### src/rtl/iomem_rr_arbiter.sv
// iomem_rr_arbiter: shares the single iomem slave port between NREQ requesters.
// Round-robin grant with one transaction in flight at a time. A watchdog forces
// completion (with TIMEOUT_RDATA and a sticky timeout_err) when the slave never
// acknowledges. Sequence per transaction: IDLE (arbitrate) -> ISSUE (m_valid
// held) -> DONE (one-cycle req_ready pulse) -> IDLE.
module iomem_rr_arbiter #(
    parameter int          NREQ           = 2,
    parameter int          TIMEOUT_CYCLES = 255,
    parameter logic [31:0] TIMEOUT_RDATA  = 32'hDEAD_BEEF
) (
    input  logic                 CLKOUT,
    input  logic                 resetn,
    input  logic [NREQ-1:0]      req_valid,
    output logic [NREQ-1:0]      req_ready,
    input  logic [NREQ*32-1:0]   req_addr,
    input  logic [NREQ*32-1:0]   req_wdata,
    input  logic [NREQ*4-1:0]    req_wstrb,
    output logic [31:0]          req_rdata,
    output logic                 m_valid,
    input  logic                 m_ready,
    output logic [31:0]          m_addr,
    output logic [31:0]          m_wdata,
    output logic [3:0]           m_wstrb,
    input  logic [31:0]          m_rdata,
    output logic [2:0]           grant_id,
    output logic                 timeout_err
);

    // Last watchdog count before the transaction is forced to complete.
    localparam logic [15:0] WD_LAST = 16'(TIMEOUT_CYCLES - 1);

    typedef enum logic [1:0] {
        IDLE  = 2'd0,
        ISSUE = 2'd1,
        DONE  = 2'd2
    } state_t;

    state_t      state;
    state_t      state_next;

    logic [2:0]  last_grant;
    logic [2:0]  pick;
    logic [2:0]  cand;
    logic        any_req;
    logic        start;
    logic        finish_ok;
    logic        finish_to;
    logic [15:0] wd_count;
    logic [7:0]  grant_onehot;

    // Requests padded out to the 8-entry maximum so a 3-bit index is always in range.
    logic [7:0]  valid8;
    logic [31:0] addr_arr  [8];
    logic [31:0] wdata_arr [8];
    logic [3:0]  wstrb_arr [8];

    for (genvar g = 0; g < 8; g++) begin : g_unpack
        if (g < NREQ) begin : g_used
            assign valid8[g]    = req_valid[g];
            assign addr_arr[g]  = req_addr[32*g +: 32];
            assign wdata_arr[g] = req_wdata[32*g +: 32];
            assign wstrb_arr[g] = req_wstrb[4*g +: 4];
        end else begin : g_pad
            assign valid8[g]    = 1'b0;
            assign addr_arr[g]  = '0;
            assign wdata_arr[g] = '0;
            assign wstrb_arr[g] = '0;
        end
    end

    // Round-robin search: first valid requester starting just after the last grant.
    always_comb begin
        pick    = last_grant;
        cand    = '0;
        any_req = 1'b0;
        for (int i = 1; i <= NREQ; i++) begin
            cand = 3'((int'(last_grant) + i) % NREQ);
            if (!any_req && valid8[cand]) begin
                any_req = 1'b1;
                pick    = cand;
            end
        end
    end

    // One-hot form of the current grant, used to steer the completion pulse.
    always_comb begin
        grant_onehot = 8'b1 << grant_id;
    end

    // Next-state and transaction control; m_ready beats a same-cycle watchdog expiry.
    always_comb begin
        state_next = state;
        start      = 1'b0;
        finish_ok  = 1'b0;
        finish_to  = 1'b0;
        unique case (state)
            IDLE: begin
                if (any_req) begin
                    start      = 1'b1;
                    state_next = ISSUE;
                end
            end
            ISSUE: begin
                if (m_ready) begin
                    finish_ok  = 1'b1;
                    state_next = DONE;
                end else if (wd_count == WD_LAST) begin
                    finish_to  = 1'b1;
                    state_next = DONE;
                end
            end
            DONE: begin
                // The finishing requester still shows req_valid here, so skip arbitration.
                state_next = IDLE;
            end
            default: begin
                state_next = IDLE;
            end
        endcase
    end

    // State register.
    always_ff @(posedge CLKOUT) begin
        if (!resetn) begin
            state <= IDLE;
        end else begin
            state <= state_next;
        end
    end

    // Slave-side request, grant bookkeeping, watchdog and completion registers.
    always_ff @(posedge CLKOUT) begin
        if (!resetn) begin
            m_valid     <= 1'b0;
            m_addr      <= '0;
            m_wdata     <= '0;
            m_wstrb     <= '0;
            req_rdata   <= '0;
            req_ready   <= '0;
            grant_id    <= '0;
            timeout_err <= 1'b0;
            last_grant  <= 3'(NREQ - 1);
            wd_count    <= '0;
        end else begin
            req_ready <= '0;

            if (start) begin
                m_valid    <= 1'b1;
                m_addr     <= addr_arr[pick];
                m_wdata    <= wdata_arr[pick];
                m_wstrb    <= wstrb_arr[pick];
                grant_id   <= pick;
                last_grant <= pick;
                wd_count   <= '0;
            end

            if (state == ISSUE) begin
                wd_count <= wd_count + 16'd1;
            end

            if (finish_ok) begin
                m_valid   <= 1'b0;
                req_rdata <= m_rdata;
                req_ready <= grant_onehot[NREQ-1:0];
            end

            if (finish_to) begin
                m_valid     <= 1'b0;
                req_rdata   <= TIMEOUT_RDATA;
                req_ready   <= grant_onehot[NREQ-1:0];
                timeout_err <= 1'b1;
            end
        end
    end

endmodule

### config.mk
export PLATFORM = sky130hd
export DESIGN_NAME = iomem_rr_arbiter
export DESIGN_NICKNAME = d
export VERILOG_FILES = /design/src/rtl/iomem_rr_arbiter.sv
export SDC_FILE = /design/constraint.sdc
export NUM_CORES = 1
export LEC_CHECK = 0
export CORE_MARGIN = 4
export CORE_UTILIZATION = 41
export CTS_BUF_LIST = sky130_fd_sc_hd__clkbuf_2
export DETAILED_ROUTE_END_ITERATION = 12
export PLACE_DENSITY = 0.88
export SLEW_MARGIN = 25
export SYNTH_ARGS = -nofsm -noshare
export SYNTH_HDL_FRONTEND = slang
export SYNTH_SLANG_ARGS = --single-unit
### constraint.sdc
create_clock -name CLKOUT -period 1.95 [get_ports CLKOUT]
set_input_delay 0.2925 -clock CLKOUT [delete_from_list [all_inputs] [get_ports CLKOUT]]
set_output_delay 0.2925 -clock CLKOUT [all_outputs]
set_load 0.01 [all_outputs]
# ---- After elaboration in Yosys (flattened, before gate mapping)
# Index checks and enable logic that the tools add are counted.
dict set report totals {
  output_inout_bits 107
  inputBits 173
  wordCells 69
  regBits 128
}
dict set report classes {
  n_eq_ne 4
  reduce_logical 8
  n_bitwise 4
  muxes 34
  n_lt_le_gt_ge 3
  n_addsub 3
  n_shift 1
}
# cell n
set ops {}
lappend ops {{$bmux W32 S3} 2}
lappend ops {{$mux W32} 6}
lappend ops {{$mux W16} 2}
lappend ops {{$add A16 B1 Y16 const B} 1}
lappend ops {{$eq A16 B8 Y1 const B} 1}
lappend ops {{$bmux W4 S3} 1}
lappend ops {{$mux W1} 11}
lappend ops {{$mux W2} 5}
lappend ops {{$lt A3 B4 Y1 const B} 2}
lappend ops {{$mux W4} 2}
lappend ops {{$mux W3} 2}
lappend ops {{$bmux W1 S2} 2}
lappend ops {{$ge A4 B4 Y1 const B} 1}
lappend ops {{$not A3 Y4} 1}
lappend ops {{$pmux W2 S2} 1}
lappend ops {{$reduce_bool A2 Y1} 2}
lappend ops {{$ne A3 B3 Y1 const B} 1}
lappend ops {{$reduce_or A3 Y1} 1}
lappend ops {{$shl A1 B3 Y2 const A} 1}
lappend ops {{$add A1 B1 Y1 const B} 2}
lappend ops {{$and A1 B1 Y1 const A} 2}
lappend ops {{$eq A2 B1 Y1 const B} 1}
lappend ops {{$logic_not A2 Y1} 1}
lappend ops {{$ne A2 B2 Y1 const B} 1}
lappend ops {{other kinds (5)} 5}

# ---- Depth between registers and ports, before layout
# Gate-level depths: netlist of run 1.
dict set report depth {
  word_depth 12
  mapped_depth 7
  ltp_nobuf 5
}

# ---- Least setup slack after synthesis of run 1
# OpenSTA, ideal clock, no wires.
dict set report synth_path {
  kind {register to register}
  startpoint {register wd_count[2]}
  endpoint {register wd_count[10]}
  required_time_ns 1.876
  setup_time_ns 0.074
  arrival_time_ns 1.428
  path_stages_with_launch 5
  n_path_buf 0
  slack_ns 0.448
  period_less_slack_ns 1.502
  path_cell_list {dfxtp_1 -> nand4_2 -> or2_4 -> or4_1 -> a31oi_1}
}
dict set report synth_via {
  elab_chain_cells 2
}
# item line_no
set synth_rtl {}
lappend synth_rtl {{start, declared} 48} ;# logic [15:0] wd_count;
lappend synth_rtl {{start signal, assigned} 158} ;# wd_count <= wd_count + 16'd1;
lappend synth_rtl {{$add A16 B1 Y16} 158}
lappend synth_rtl {{$mux W16} 157} ;# if (state == ISSUE) begin
# Every way passes these cells.
# A chain may end at the register's enable or synchronous reset.

# ---- Worst setup path in the final report of run 1
dict set report layout_path {
  startpoint {register m_wdata[31]}
  endpoint {output port m_wdata[31]}
}
# item line_no
set layout_rtl {}
lappend layout_rtl {{start, declared} 22} ;# output logic [31:0] m_wdata,
lappend layout_rtl {{start signal, assigned} 150} ;# m_wdata <= wdata_arr[pick];
# No word-level cell between the ends.

==> results of run 1 <==
-- cell usage after synthesis (2+ instances only) --
cell	n
nor2_1	93
buf_2	25
and2_1	2
a31oi_1	5
mux2i_1	100
or2_1	2
buf_4	4
dfxtp_1	126
nand2b_1	3
a211oi_1	68
nand2_1	11
nand3_1	6
a21oi_1	8
nor4_1	2
or4_1	2
and4_1	2
o21ai_0	27
o211ai_1	4
a41o_1	2
o21a_1	3
nor3_1	7
nand4_1	4
inv_1	3
and3_1	6
clkbuf_1	18
mux2_2	4
ha_1	2
-- area by class of cell --
type | count | area (µm²)
fill | 948 | 3941
timing repair buffer | 296 | 3141
multi-input combinational | 380 | 2628
sequential | 126 | 2567
tap | 172 | 215.2
clock inverter | 13 | 125.1
clock buffer | 18 | 90.09
inverter | 3 | 12.51
antenna | 1 | 2.502
-- cells by family (layout without fill, tap and decap cells) --
group | Yosys count | count (layout) | share of synthesized area
flip-flops | 126 | 126 | 0.4703
buffers and inverters | 50 | 330 | 0.04362
multiplexers | 105 | 105 | 0.1971
AND/OR/NAND/NOR | 149 | 149 | 0.1269
adder cells (fa/ha/maj) | 2 | 2 | 0.004665
other | 0 | 1 | 0
AO/OA/AOI/OAI | 124 | 124 | 0.1575
-- where the power goes --
| part | total [mW] | internal (mW) | switching (mW) | leakage (nW) |
|---|---|---|---|---|
| Combinational | 1.70 | 0.943 | 0.761 | 3.24 |
| Clock | 1.52 | 0.563 | 0.954 | 0.123 |
| Sequential | 2.93 | 2.81 | 0.121 | 1.05 |
-- per-layer routing --
metal,share of wire,track usage,up-vias
met1,0.37,0.2275,2393
met5,0,0,-
met2,0.52,0.4012,253
li1,-,-,2575
met4,0.012,0.06858,0
met3,0.10,0.09493,20
-- per-stage QoR --
| stage | setup slack [ps] | instances | TNS (ps) | hold slack [ps] |
|---|---|---|---|---|
| 2_1_floorplan | 448.0 | 556 | 0 | 439.7 |
| 3_3_place_gp | 40.16 | 975 | 0 | 462.2 |
| 3_5_place_dp | -7.252 | 975 | -7.252 | 474.6 |
| 4_1_cts | 1.342 | 1006 | 0 | 195.5 |
| 5_1_grt | -19.58 | 1009 | -19.58 | 158.6 |
| 6_report | 113.8 | 1009 | 0 | 249.7 |
-- flip-flops by register name, indices dropped and copies added, names as in the netlist --
register and flops:
m_addr 32, m_wdata 32, req_rdata 32, wd_count 16, m_wstrb 4, grant_id 3
req_ready 2, state 2, last_grant 1, m_valid 1, timeout_err 1
-- worst register-to-register path, stage by stage (launching register included) --
cell     delay (ps)
dfxtp_1         470
nand4_2         200
or2_4           320
or4_1           470
a31oi_1         170
-- worst max-delay path by stage --
stage / endpoint / cells past startpoint
floorplan: wd_count[10] / 4
global placement: m_wdata[16] / 5
detailed placement: m_wdata[16] / 5
CTS: m_wdata[31] / 1
global route: req_rdata[3] / 1
finish: m_wdata[31] / 1
-- repair_timing --
| item | CTS | global route |
|---|---|---|
| buffers inserted | 0 | 2 |
| gates resized for setup | 20 | 100 |
| hold buffers | 0 | 0 |
| setup endpoints to repair | 19 | 81 |
==> run metrics, run 1 <==
startpoint types register; ANT nets after route 0; H-tree levels 4; Final Setup Violations 0; max-slew violations 0; total grt overflow 0; #FFs+latches synth 126; most common cell after layout, fill and taps aside clkdlybuf4s50_1; Port Buffers around 280; fin area around 0.0088 mm²; Post-Place Cell Area 0.008346 mm²; DPL Wire Length approximately 13000 µm; Tot Pwr 6.150 mW; Rel. slew slack 0.6943; Worst Path Max Fanout 2; Max Cap Viol 0; Mapped Area between 0.005 and 0.006 mm²; Mapped Nets around 730; hold wc startpoint req_addr[16]; Starting Density 0.4216; Total Routing Usage GR 0.2202; most frequent cells in the layout clkdlybuf4s50_1, mux2i_1, nor2_1; CP Class reg -> out; CTS Root Cell clkbuf_2; Pre-antenna DRT Iters 6; share of cells above drive strength 1 0.1124; fin nets 999; Placer Congestion approximately 0.87; Yosys top cell by area dfxtp_1; worst r2r dst wd_count[10]; critical path capture point type output pin; Async SR Flop Fraction 0; syn avg cell area ~9.6 µm²; largest net degree at the start of global routing between 70 and 80; final hold violation count 0; Worst Path Required around 1700 ps; # rows just over 40; Worst EP arrival about 1500 ps; slew of the pin with the lowest slew margin about 460 ps; initial antenna violation count 1; Synth top area share 0.4703; synthesis-to-finish area growth 63.70%; TritonCTS clock tree built; Die H 122.4 µm; num ports 280; total wire length about 18000 µm; delay-heaviest family, CP buffers and inverters; CP cell instances clkdlybuf4s50_1; Clock Pin Slew Worst Setup and Hold Paths ~220 ps; fmax 544.6 MHz; core footprint 0.01272 mm²; initial drt markers 259; CP startpoint m_wdata[31]; slowest stage cell, crit path clkdlybuf4s50_1; Post-synth EDFFs 0; HP Class in -> reg; CTS Buf Count 17; warnings from Yosys 0; Max VDD drop between 0.3 and 0.4 mV; post-route core utilization 0.6902; Final min period 1836 ps; via count of the first global-routing pass around 5300; worst-skew pair later-pin latency 650 ps; first-pass GRT wire length approximately 26000 µm; Synth Instances 556; drt wl/cell between 15 and 20 µm; Synth Flop Type dfxtp_1; CTS sink count around 130; Power Dens Cells 700.4 mW/mm²; DIE AREA approximately 0.015 mm²; die width 122.4 µm; depth of the worst register-to-register path 4; FF-to-FF setup slack 240 ps; clk buf depth 2; Worst Path Buf+Inv 1; drc violations 0; CP peak stage delay around 540 ps; hold path cells 3; final period utilization 0.9417; outcome finished clean; leak pwr roughly 4.4 nW; synth top area cells dfxtp_1, mux2i_1, a211oi_1; vias after detailed routing between 5000 and 6000; Critical R2R Launch wd_count[2]; Yosys cell types 44; Seq/Total Area, Yosys 0.4703; DR vias/cell just over 5; Worst Skew approximately 48 ps; Hold Path End m_addr[16]
No activity file was read; power rests on OpenSTA's default activity.
==> inputs of run 2 (changes only) <==
--- a/config.mk
+++ b/config.mk
@@ -9,7 +9,7 @@
 export CORE_UTILIZATION = 41
 export CTS_BUF_LIST = sky130_fd_sc_hd__clkbuf_2
 export DETAILED_ROUTE_END_ITERATION = 12
-export PLACE_DENSITY = 0.88
+export PLACE_DENSITY = 0.91
 export SLEW_MARGIN = 25
 export SYNTH_ARGS = -nofsm -noshare
 export SYNTH_HDL_FRONTEND = slang
==> run 2 against run 1 <==
  * Core utilization is 0.079 points higher
  * Count of clock-buffer cells in the layout is 1 higher
  * Sequential power hardly changed
  * Total power is 2.8% higher
  * Worst hold slack worse by 16 ps
  * Highest routed layer unchanged
  * Critical path depth stayed put
  * Critical endpoint is now req_rdata[4]
  * Critical path type unchanged
==> run metrics, run 2 (synthesis gave the netlist of run 1 again) <==
synthesis-to-finish area growth 63.89%; Rel. slew slack 0.6985 (+0.004208); drt wl/cell 17.04 µm (-2.2%); Total Routing Usage GR 0.2208 (+0.0005313); most common cell after layout, fill and taps aside clkdlybuf4s50_1; biggest regs m_addr x32, m_wdata x32, req_rdata x32; final period utilization 0.9474 (+0.005745); Max VDD drop 0.4258 mV (+24%); CP Class reg -> out; # rows 41 (unchanged); vias after detailed routing 5313 (+1.4%); die width 122.4 µm (unchanged); DIE AREA 0.01498 mm² (unchanged); Levels on crit path 1 (unchanged); fin area 0.008791 mm² (+0.11%); drc violations 0 (unchanged); via count of the first global-routing pass 5276 (-0.62%); TritonCTS clock tree built; first-pass GRT wire length 25930 µm (-0.34%); initial drt markers 276 (+6.6%); delay-heaviest family, CP buffers and inverters; H-tree levels 4 (unchanged); Port Buffers 279 (unchanged); worst-skew pair later-pin latency 660 ps (about the same); Clock Pin Slew Worst Setup and Hold Paths 190 ps (-30 ps); Placer Congestion 0.9178 (+6.0%); Final min period 1847 ps (+11.20 ps); # hold bufs at CTS 0 (unchanged); CP peak stage delay 530 ps (about the same); final hold violation count 0 (unchanged); CP cell instances clkdlybuf4s50_1; CTS Buf Count 17 (unchanged); clk buf depth 2 (unchanged); Worst Path Buf+Inv 1 (unchanged); HP Class in -> reg; fmax 541.3 MHz (-0.61%); CTS Root Cell clkbuf_2; max-slew violations 0 (unchanged); total grt overflow 0 (unchanged); largest net degree at the start of global routing 57 (-24%); Layout fillers 979 (+3.3%); DPL Wire Length 13380 µm (+0.18%); Die H 122.4 µm (unchanged); Worst Path Required 1660 ps (about the same); CP endpoint req_rdata[4]; startpoint types register; Critical R2R Launch state[0]; num ports 280 (unchanged); FF+latch area 0.002544 mm² (-0.93%); slew of the pin with the lowest slew margin 452.2 ps (-6.312 ps); critical path capture point type output pin; Max Cap Viol 0 (unchanged); Power Dens Cells 719.0 mW/mm² (+2.7%); most frequent cells in the layout clkdlybuf4s50_1, dfxtp_1, mux2i_1; slowest stage cell, crit path clkdlybuf4s50_1; CTS sink count 126 (unchanged); share of cells above drive strength 1 0.1038 (-0.008667); Worst EP arrival 1550 ps (about the same); final setup TNS 0 ps (unchanged); FF-to-FF setup slack 180 ps (-60 ps); worst r2r dst m_addr[12]; outcome finished clean; Starting Density 0.4216 (unchanged); footprint of the multi-input gates 0.002628 mm² (unchanged); core footprint 0.01272 mm² (unchanged); total wire length 17400 µm (-1.0%); depth of the worst register-to-register path 6 (+2); dpl cells 988 (+1.3%); leak pwr 4.163 nW (-5.7%); Final Setup Violations 0 (unchanged); fin nets 1011 (+1.2%); Post-Place Cell Area 0.008518 mm² (+2.1%); ANT nets after route 0 (unchanged); post-route core utilization 0.6910 (+0.0007860); non-filler instance count after layout 1021 (+1.2%); DR vias/cell 5.204 (+0.18%); Worst Skew 29.55 ps (-18.19 ps); CP startpoint req_rdata[4]; hold path cells 3 (unchanged); initial antenna violation count 1 (unchanged); Pre-antenna DRT Iters 5 (-1); Worst Path Max Fanout 2 (unchanged)
==> run 2: layout make-up <==
| class | instances | area share |
|---|---|---|
| Multi-Input combinational cell | 380 | 0.2989 |
| Antenna cell | 1 | 0.0002847 |
| Inverter | 3 | 0.001423 |
| Clock inverter | 12 | 0.01665 |
| Tap cell | 172 | 0.02448 |
| Sequential cell | 126 | 0.2894 |
| Clock buffer | 19 | 0.01082 |
| Timing Repair Buffer | 308 | 0.3581 |
==> run 2: per-stage QoR <==
step | setup WS [ps] | total power [mW] | hold WS, ps
2_1_floorplan | 448.0 | 3.744 | 439.7
3_3_place_gp | 76.92 | 4.774 | 453.4
3_5_place_dp | 12.95 | 4.827 | 472.7
4_1_cts | 0.2079 | 6.389 | 153.8
5_1_grt | -5.793 | 6.640 | 166.2
6_report | 102.6 | 6.320 | 234.0
==> run 2: repair_timing <==
item                                   4_1_cts  5_1_grt
endpoints found under the hold margin        0        0
pin swaps                                    0        0
setup buffers                                0        1
cloned                                       0        0
resized for setup                           73       43
setup endpoints to repair                   69       40
==> run 2: power by group <==
group	switching [mW]	internal (mW)	leakage (nW)
Sequential	0.114	2.80	1.04
Combinational	0.777	0.964	2.97
Clock	0.960	0.707	0.147
Total	1.85	4.47	4.16
==> run 2: layer usage <==
metal	vias up	track usage	share of wire
met2	242	0.3902	0.50
met1	2453	0.2340	0.37
met4	0	0.08537	0.023
met5	-	0	0
met3	37	0.09078	0.11
li1	2581	-	-
==> run 2: how the worst min path moves through the flow <==
stage / slack (ps) / from / endpoint
2_1_floorplan: 440 / m_rdata[14] / req_rdata[14]
3_3_place_gp: 450 / timeout_err / timeout_err
3_5_place_dp: 470 / timeout_err / timeout_err
4_1_cts: 150 / req_addr[46] / m_addr[14]
5_1_grt: 170 / m_rdata[24] / req_rdata[24]
6_report: 230 / req_addr[46] / m_addr[14]
==> inputs of run 3 (changes only) <==
--- a/config.mk
+++ b/config.mk
@@ -10,7 +10,7 @@
 export CTS_BUF_LIST = sky130_fd_sc_hd__clkbuf_2
 export DETAILED_ROUTE_END_ITERATION = 12
 export PLACE_DENSITY = 0.91
-export SLEW_MARGIN = 25
+export SLEW_MARGIN = 20
 export SYNTH_ARGS = -nofsm -noshare
 export SYNTH_HDL_FRONTEND = slang
 export SYNTH_SLANG_ARGS = --single-unit
==> results of run 3 <==
The final DEF is identical to that of run 2; final timing and power are the same.
